<file path="src/rtl/rom_ram_copy_engine_pkg.sv">
// Shared types and constants for the ROM-to-RAM block copier.
// Holds the FSM state encoding and the legal ROM latency range.
package rom_ram_copy_engine_pkg;

    typedef enum logic [1:0] {
        ST_IDLE  = 2'd0,
        ST_READ  = 2'd1,
        ST_DRAIN = 2'd2,
        ST_DONE  = 2'd3
    } state_e;

    localparam int ROM_LAT_MIN = 1;
    localparam int ROM_LAT_MAX = 4;

endpackage

</file>
<file path="src/rtl/rom_ram_copy_engine_if.sv">
// Control, ROM-read and RAM-write signals of the block copier.
// The engine uses the slave side; the controller, ROM and RAM use the master side.
interface rom_ram_copy_engine_if #(
    parameter int DATA_W = 8,
    parameter int ADDR_W = 4
);
    logic              start_sig;
    logic [ADDR_W-1:0] src_base;
    logic [ADDR_W-1:0] dst_base;
    logic [ADDR_W:0]   length;
    logic              busy;
    logic              done_sig;
    logic [ADDR_W-1:0] rom_addr;
    logic [DATA_W-1:0] rom_data_in;
    logic              write_en;
    logic [ADDR_W-1:0] ram_addr;
    logic [DATA_W-1:0] ram_data;

    modport master (
        output start_sig, src_base, dst_base, length, rom_data_in,
        input  busy, done_sig, rom_addr, write_en, ram_addr, ram_data
    );

    modport slave (
        input  start_sig, src_base, dst_base, length, rom_data_in,
        output busy, done_sig, rom_addr, write_en, ram_addr, ram_data
    );
endinterface

</file>
<file path="src/rtl/rom_ram_copy_engine_align_pipe.sv">
// DEPTH-stage shift register carrying an issue-valid bit and a RAM address,
// so the write strobe lines up with data returning from a latency-DEPTH ROM.
module rom_ram_copy_engine_align_pipe #(
    parameter int DEPTH  = 1,
    parameter int ADDR_W = 4
) (
    input  logic              clk,
    input  logic              rst_n,
    input  logic              valid_i,
    input  logic [ADDR_W-1:0] addr_i,
    output logic              valid_o,
    output logic [ADDR_W-1:0] addr_o,
    output logic              pending_o
);

    logic [DEPTH-1:0]  valid_q;
    logic [ADDR_W-1:0] addr_q [DEPTH];

    always_ff @(posedge clk or negedge rst_n) begin
        if (!rst_n) begin
            valid_q <= '0;
            for (int i = 0; i < DEPTH; i++) begin
                addr_q[i] <= '0;
            end
        end else begin
            valid_q[0] <= valid_i;
            addr_q[0]  <= addr_i;
            for (int i = 1; i < DEPTH; i++) begin
                valid_q[i] <= valid_q[i-1];
                addr_q[i]  <= addr_q[i-1];
            end
        end
    end

    assign valid_o = valid_q[DEPTH-1];
    assign addr_o  = addr_q[DEPTH-1];

    // Words still travelling ahead of the output stage; the last write is
    // happening once only the final stage can be valid.
    if (DEPTH > 1) begin : g_pend
        assign pending_o = |valid_q[DEPTH-2:0];
    end else begin : g_nopend
        assign pending_o = 1'b0;
    end

endmodule

</file>
<file path="src/rtl/rom_ram_copy_engine.sv">
// ROM-to-RAM block copier: issues one ROM read per cycle over a programmable
// window and writes the returning data to RAM through an alignment pipeline.
module rom_ram_copy_engine
    import rom_ram_copy_engine_pkg::*;
#(
    parameter int DATA_W  = 8,
    parameter int ADDR_W  = 4,
    parameter int ROM_LAT = 1
) (
    input logic                  clk,
    input logic                  rst_n,
    rom_ram_copy_engine_if.slave bus
);

    localparam int LAT = (ROM_LAT < ROM_LAT_MIN) ? ROM_LAT_MIN :
                         (ROM_LAT > ROM_LAT_MAX) ? ROM_LAT_MAX : ROM_LAT;
    localparam logic [ADDR_W:0] FULL_LEN = {1'b1, {ADDR_W{1'b0}}};

    state_e            state_q, state_d;
    logic [ADDR_W-1:0] rom_addr_q, rom_addr_d;
    logic [ADDR_W-1:0] dst_q, dst_d;
    logic [ADDR_W:0]   remain_q, remain_d;
    logic [ADDR_W:0]   len_clamped;
    logic              pipe_valid;
    logic [ADDR_W-1:0] pipe_addr;
    logic              pipe_pending;
    logic [DATA_W-1:0] ram_data_w;

    assign len_clamped = (bus.length > FULL_LEN) ? FULL_LEN : bus.length;

    always_ff @(posedge clk or negedge rst_n) begin
        if (!rst_n) begin
            state_q    <= ST_IDLE;
            rom_addr_q <= '0;
            dst_q      <= '0;
            remain_q   <= '0;
        end else begin
            state_q    <= state_d;
            rom_addr_q <= rom_addr_d;
            dst_q      <= dst_d;
            remain_q   <= remain_d;
        end
    end

    // rom_addr stops on the last issued address so it holds outside READ.
    always_comb begin
        state_d    = state_q;
        rom_addr_d = rom_addr_q;
        dst_d      = dst_q;
        remain_d   = remain_q;
        unique case (state_q)
            ST_IDLE: begin
                if (bus.start_sig) begin
                    if (len_clamped == '0) begin
                        state_d = ST_DONE;
                    end else begin
                        state_d    = ST_READ;
                        rom_addr_d = bus.src_base;
                        dst_d      = bus.dst_base;
                        remain_d   = len_clamped;
                    end
                end
            end
            ST_READ: begin
                dst_d    = dst_q + ADDR_W'(1);
                remain_d = remain_q - (ADDR_W+1)'(1);
                if (remain_q == (ADDR_W+1)'(1)) begin
                    state_d = ST_DRAIN;
                end else begin
                    rom_addr_d = rom_addr_q + ADDR_W'(1);
                end
            end
            ST_DRAIN: begin
                if (!pipe_pending) begin
                    state_d = ST_DONE;
                end
            end
            ST_DONE: begin
                state_d = ST_IDLE;
            end
            default: begin
                state_d = ST_IDLE;
            end
        endcase
    end

    rom_ram_copy_engine_align_pipe #(
        .DEPTH  (LAT),
        .ADDR_W (ADDR_W)
    ) u_align_pipe (
        .clk       (clk),
        .rst_n     (rst_n),
        .valid_i   (state_q == ST_READ),
        .addr_i    (dst_q),
        .valid_o   (pipe_valid),
        .addr_o    (pipe_addr),
        .pending_o (pipe_pending)
    );

    assign ram_data_w   = bus.rom_data_in;
    assign bus.ram_data = ram_data_w;
    assign bus.busy     = (state_q != ST_IDLE);
    assign bus.done_sig = (state_q == ST_DONE);
    assign bus.rom_addr = rom_addr_q;
    assign bus.write_en = pipe_valid;
    assign bus.ram_addr = pipe_addr;

endmodule

</file>
<file path="src/flat_wrapper.sv">
// flat-port wrapper written by rule: the top's interface ports become plain ports
module rom_ram_copy_engine_flat import rom_ram_copy_engine_pkg::*;
#(
    parameter int DATA_W  = 8,
    parameter int ADDR_W  = 4,
    parameter int ROM_LAT = 1
)
  (clk, rst_n, bus_start_sig, bus_src_base, bus_dst_base, bus_length, bus_rom_data_in, bus_busy, bus_done_sig, bus_rom_addr, bus_write_en, bus_ram_addr, bus_ram_data);
  rom_ram_copy_engine_if #(.DATA_W(DATA_W), .ADDR_W(ADDR_W)) bus_i ();
  input logic clk;
  input logic rst_n;
  input wire logic [$bits(bus_i.start_sig)-1:0] bus_start_sig;
  input wire logic [$bits(bus_i.src_base)-1:0] bus_src_base;
  input wire logic [$bits(bus_i.dst_base)-1:0] bus_dst_base;
  input wire logic [$bits(bus_i.length)-1:0] bus_length;
  input wire logic [$bits(bus_i.rom_data_in)-1:0] bus_rom_data_in;
  output wire logic [$bits(bus_i.busy)-1:0] bus_busy;
  output wire logic [$bits(bus_i.done_sig)-1:0] bus_done_sig;
  output wire logic [$bits(bus_i.rom_addr)-1:0] bus_rom_addr;
  output wire logic [$bits(bus_i.write_en)-1:0] bus_write_en;
  output wire logic [$bits(bus_i.ram_addr)-1:0] bus_ram_addr;
  output wire logic [$bits(bus_i.ram_data)-1:0] bus_ram_data;
  assign bus_i.start_sig = bus_start_sig;
  assign bus_i.src_base = bus_src_base;
  assign bus_i.dst_base = bus_dst_base;
  assign bus_i.length = bus_length;
  assign bus_i.rom_data_in = bus_rom_data_in;
  assign bus_busy = bus_i.busy;
  assign bus_done_sig = bus_i.done_sig;
  assign bus_rom_addr = bus_i.rom_addr;
  assign bus_write_en = bus_i.write_en;
  assign bus_ram_addr = bus_i.ram_addr;
  assign bus_ram_data = bus_i.ram_data;
  rom_ram_copy_engine #(.DATA_W(DATA_W), .ADDR_W(ADDR_W), .ROM_LAT(ROM_LAT)) u_core (.clk(clk), .rst_n(rst_n), .bus(bus_i));
endmodule
</file>
<file path="config.mk">
export PLATFORM = sky130hd
export DESIGN_NAME = rom_ram_copy_engine_flat
export DESIGN_NICKNAME = d
export VERILOG_FILES = /design/src/rtl/rom_ram_copy_engine_pkg.sv /design/src/rtl/rom_ram_copy_engine_if.sv /design/src/rtl/rom_ram_copy_engine_align_pipe.sv /design/src/rtl/rom_ram_copy_engine.sv /design/src/flat_wrapper.sv
export SDC_FILE = /design/constraint.sdc
export NUM_CORES = 1
export LEC_CHECK = 0
export CAP_MARGIN = 15
export CORE_MARGIN = 5
export CORE_UTILIZATION = 23
export DETAILED_ROUTE_END_ITERATION = 16
export PLACE_DENSITY = 0.55
export SKIP_CTS_REPAIR_TIMING = 1
export SYNTH_ARGS = -nofsm -noshare
export SYNTH_HDL_FRONTEND = slang
export SYNTH_HIERARCHICAL = 1
export SYNTH_SLANG_ARGS = --single-unit
</file>
<file path="constraint.sdc">
create_clock -name clk -period 5.05 [get_ports clk]
set_input_delay 1.01 -clock clk [delete_from_list [all_inputs] [get_ports clk]]
set_output_delay 1.01 -clock clk [all_outputs]
set_load 0.005 [all_outputs]
</file>
Yosys cells after proc, flatten, opt, wreduce, memory -nomap -nowiden
Cells that the tools add are included.

Add/subtract/negate cells: 3. Multiply operators: 0. Div/mod/pow operators: 0. $lt $le $gt $ge: 1. Equality and inequality tests: 8. Shift operators: 0. Mux-type cells: 15. Bitwise gates (word level): 0. Reduce and logical (&&, ||, !) cells: 7.

Operator list (count): two-way mux 4 bit (5); one-hot mux 4 bit (2 select lines) (2); two-way mux 5 bit (3); one-hot mux 5 bit (2 select lines) (1); adder 4 x 1 -> 4 bit (second input constant) (2); one-hot mux 2 bit (4 select lines) (1); two-way mux 2 bit (3); != test 2 bit (second input constant) (3); equality test 5 x 1 -> 1 bit (second input constant) (1); > comparator 5 bit (second input constant) (1); zero test 5 bit (1); subtractor 5 x 1 -> 5 bit (second input constant) (1); equality test 2 bit (second input constant) (2); AND reduction 4 bit (1); nonzero test 2 bit (2); AND reduction 3 bit (1); equality test 2 x 1 -> 1 bit (second input constant) (1); zero test 2 bit (1); != test 2 x 1 -> 1 bit (second input constant) (1); AND reduction 2 bit (1).

Flip-flop bits (word level): 20. Bits in latches: 0. Bits in writable memories: 0. ROM bits: 0. Memories kept: 0.

Longest topological paths before layout
Word-level depth: 6. Depth in mapped cells: 8. Depth with buffers taken out: 6.

By module
The synthesis kept the hierarchy.

By module, submodules not included: rom_ram_copy_engine (instances 1, cells each 124, area an instance 1079.8 um2, seq. area each 375.4 um2); rom_ram_copy_engine_align_pipe (instances 1, cells each 7, area an instance 136.4 um2, seq. area each 125.1 um2).

Worst setup path before layout
Ideal clock, no wire load.

Path type: input to output. Start: input bus_rom_data_in[0]. End: output bus_ram_data[0]. Arrival time: 1121 ps. Data required time: 4040 ps. Slack: 2919 ps. Stages: 1. Buffers on the path: 1. Path through: buf_4.

RTL lines: start, declared (RTL line flat_wrapper.sv:16) `input wire logic [$bits(bus_i.rom_data_in)-1:0] bus_rom_data_in;`; end, declared (RTL line flat_wrapper.sv:22) `output wire logic [$bits(bus_i.ram_data)-1:0] bus_ram_data;`.

No word-level cell between the ends.

Worst setup path in the final report
Start: register u_core.state_q[1]. End: register u_core.remain_q[4].

Cells in the longest elaborated chain, start to end: 3.

Ends and longest elaborated chain: start, declared (RTL line rom_ram_copy_engine.sv:19) `state_e state_q, state_d;`; start signal, assigned (RTL line rom_ram_copy_engine.sv:38) `state_q <= state_d;`; zero test 2 bit / equality test 2 x 1 -> 1 bit (equally long branches) (RTL line rom_ram_copy_engine.sv:51) `unique case (state_q)`; != test 2 bit (no source line) / nonzero test 2 bit (equally long branches); AND reduction 3 bit (no source line); end signal, assigned (RTL line rom_ram_copy_engine.sv:41) `remain_q <= remain_d;`; end, declared (RTL line rom_ram_copy_engine.sv:22) `logic [ADDR_W:0] remain_q, remain_d;`.

Several ways; a longest one is shown, not always the timed one. A chain may end at the register's enable or synchronous reset.

==> summary.md <==
| Metric | Value |
|---|---|
| Status | complete, no violations |
| Yosys reg bits | 20 |
| DR pass1 iterations | 7 |
| Routed via count | roughly 970 |
| Largest net degree at the start of global routing | 29 |
| Final wirelength | roughly 2700 um |
| Worst setup EP type | flip-flop |
| IO buf count | 26 |
| First-pass GRT wire length | 4640 um |
| WP data arrival | 2.97 ns |
| Clk_skew | 0.00336 ns |
| Slowest-stage cell, CP | a21oi_1 |
| Pwr Total | 0.000963 W |
| Int Pwr | around 0.00059 W |
| DRC | 0 |
| Net Sw Frac | 38.6% |
| Chip Height | 82.7 um |
| Crit path from | u_core/state_q[1]$_DFFE_PN0P_ |
| Synthesized Nets | around 160 |
| F_max | 356 MHz |
| CTS root buf | clkbuf_8 |
| Core ar. | just over 5000 um^2 |
| P_leak | approximately 0.64 nW |
| Layout Nets | 180 |
| TNS Setup | 0 ns |
| R2r startpoint | u_core/state_q[1]$_DFFE_PN0P_ |
| Yosys cell types | 37 |
| CP cell instances | inv_1, ha_1, mux2i_1, a21oi_1, nor2_1, a221oi_1 |
| Number of DRC markers in iteration 0 | 74 |
| Worst-skew pair later-pin latency | roughly 0.26 ns |
| Routed Antenna Nets | 0 |
| Cell area after synthesis | around 1200 um^2 |
| Final Max Slew Viols | 0 |
| Final Hold Viols | 0 |
| Sink Count | 20 |
| Critical path fanouts, max | 28 |
| Number of CTS-inserted buffers | 3 |
| Post-synthesis sequential area ratio | roughly 40% |
| Final core utilization | a little under a third |
| Placed Cells | 213 |
| Number of max-cap violations | 0 |
| Grt total ovfl | 0 |
| Hold Startpoint | u_core/dst_q[3]$_DFFE_PN0P_ |
| Vias/cell | 4.48 |
| Initial antenna violation count | 0 |
| GRT Util Overall | 8.90% |
| Worst Tran Pin Value | 0.966 ns |
| Critical Path RT | around 5.2 ns |
| Die area | 6840 um^2 |
| Area grow syn2layout | 27.2% |
| Main synth FF type | dfrtp_1 |
| Non-Filler Instances | 217 |
| Clk pwr share | about 17% |
| CTS tree | yes |
| Starting Density | between 20% and 30% |
| Average size of a mapped cell | 9.28 um^2 |
| Worst Hold Class | flip-flop to flip-flop |
| Crit Path Category | flip-flop to flip-flop |
| CTS HTree Levels | 1 |
| Number of synthesized flops with an enable pin | 0 |
| FP Rows | 26 |
| Top Ports | 43 |
| Post-DP HPWL | 2010 um |
| Die Span X | 82.7 um |
| Min Tclk post-route | 2.81 ns |
| Register share of total power | 33.7% |
| Count of final setup violators | 0 |
| Clock buffer depth | 2 |
| Startpoint types | flip-flop |
| Crit-path max cell delay | about 0.80 ns |
| Filler Cell Count | 553 |
| Comb pwr share | between 40 and 50% |
| WL/cell | approximately 13 um |
| Fraction of registers with async set/reset | 100% |
| Synth Instances | around 130 |
| Cell Pwr Density | a little over 600 nW/um^2 |
| Peak supply drop | 156 uV |
| Period utilisation layout | around 56% |
| Number of global-route vias before repair | just under 1,000 |
| Inserted Diodes | 0 |
| Final estimated routing congestion in global placement | about 0.72 |
| CTS clk-pin slew, worst paths | 0.08 ns |
| Sw power | 0.000372 W |
| Syn. warnings | 6 |
| RSZ-0062 raised after global routing | false |
| Share of post-route cells with drive strength above 1 | around 8.2% |
| Relative slew slack | 35.6% |
==> placed cells by master (no fill, tap or decap), drive strengths merged, types with 2 or more instances in the layout <==
cell type and instances:
o21ai 5, dfrtp 20, a221oi 3, clkbuf 3, or4b 2, nor3b 2, nor3 2, clkdlybuf4s50 26
nand2 14, or2 2, a2bb2oi 2, nand3 7, inv 9, ha 8, nand4 2, a211oi 3
a21oi 6, nor4b 2, mux2i 3, a31o 2, nand4b 2, nor2 9
==> synthesized netlist by cell type (2+ instances only) <==
cell / instances / area (um^2)
mux2i_1: 3 / 30.0
clkbuf_1: 3 / 11.3
nand2_1: 14 / 52.6
buf_2: 2 / 10.0
nor3b_1: 2 / 15.0
inv_1: 9 / 33.8
ha_1: 8 / 100
nand4_1: 2 / 12.5
nor3_1: 2 / 10.0
buf_4: 9 / 67.6
dfrtp_1: 20 / 500
a21oi_1: 6 / 30.0
nand3_1: 7 / 35.0
nor2_1: 9 / 33.8
a31o_2: 2 / 17.5
or2_2: 2 / 12.5
nand4b_1: 2 / 17.5
a2bb2oi_1: 2 / 17.5
a211oi_1: 3 / 22.5
o21ai_0: 5 / 25.0
a221oi_1: 3 / 26.3
==> flip-flops by register name (all words and copies together) (netlist names) <==
register	flops
u_core/remain_q	5
u_core/bus.rom_addr	4
u_core/dst_q	4
u_core/u_align_pipe/addr_o	4
u_core/state_q	2
u_core/u_align_pipe/valid_o	1
==> logic make-up (layout without fill, tap and decap cells) <==
family                   after synthesis  after routing  synth area share, %
multiplexers                           3              3                 2.47
AND/OR/NAND/NOR                       48             48                 21.7
buffers and inverters                 23             39                 10.1
flip-flops                            20             20                 41.2
adder cells (fa/ha/maj)                8              8                 8.23
AO/OA/AOI/OAI                         28             28                 16.1
other                                  1              1                0.308
==> power by group through the flow <==
stage | logic [W] | registers (W) | clock network (W)
after CTS | 0.000485 | 0.000325 | 0.000169
after floorplan | 0.000319 | 0.000313 | 0
final | 0.000476 | 0.000324 | 0.000163
after global routing | 0.000542 | 0.000341 | 0.000178
after global placement | 0.000475 | 0.000326 | 0
after detailed placement | 0.000483 | 0.000326 | 0
==> worst max-delay path: cells and delay by family (launching register included) <==
| kind | cells | cell delay, ns |
|---|---|---|
| flip-flops | 1 | 0.42 |
| AO/OA/AOI/OAI | 2 | 1.04 |
| AND/OR/NAND/NOR | 1 | 0.08 |
| buffers and inverters | 1 | 0.10 |
| adder cells (fa/ha/maj) | 1 | 0.79 |
| multiplexers | 1 | 0.27 |
==> worst paths after layout <==
check / to / slack (ns) / depth (start not counted)
max in group asynchronous: u_core/remain_q[2]$_DFFE_PN0P_ / 3.23 / 1
setup reg to reg: u_core/remain_q[4]$_DFFE_PN0P_ / 2.24 / 6
min in group asynchronous: u_core/u_align_pipe/addr_o[0]$_DFF_PN0_ / 1.26 / 1
hold reg to reg: u_core/u_align_pipe/addr_o[3]$_DFF_PN0_ / 0.43 / 0
setup / recovery: u_core/remain_q[4]$_DFFE_PN0P_ / 2.24 / 6
hold / removal: u_core/u_align_pipe/addr_o[3]$_DFF_PN0_ / 0.43 / 0
==> per-layer routing <==
metal | vias up | global-route usage, % | share of wire (%)
li1 | 490 | - | -
met1 | 453 | 10.8 | 44
met2 | 27 | 14.3 | 47
met3 | 2 | 3.58 | 8.1
met4 | 0 | 3.10 | 0.55
met5 | - | 0 | 0
==> stage by stage <==
step                worst slack [ns]  area [um^2]  hold WS, ns
floorplan                       2.92         1220        0.396
global placement                2.12         1480        0.416
detailed placement              2.05         1480        0.419
CTS                             2.20         1550        0.437
global route                    1.89         1550        0.467
finish                          2.24         1550        0.431
==> final cells by class <==
class	count	area (um^2)	share of cell area, %
flip-flops and latches	20	500	32.4
inverters	9	33.8	2.18
clock buffers	3	41.3	2.67
clock inverters	1	30.0	1.94
multi-input cells	88	593	38.3
well taps	70	87.6	5.66
repair buffers	26	260	16.8
Note: power is estimated with default switching activity, not from simulation.
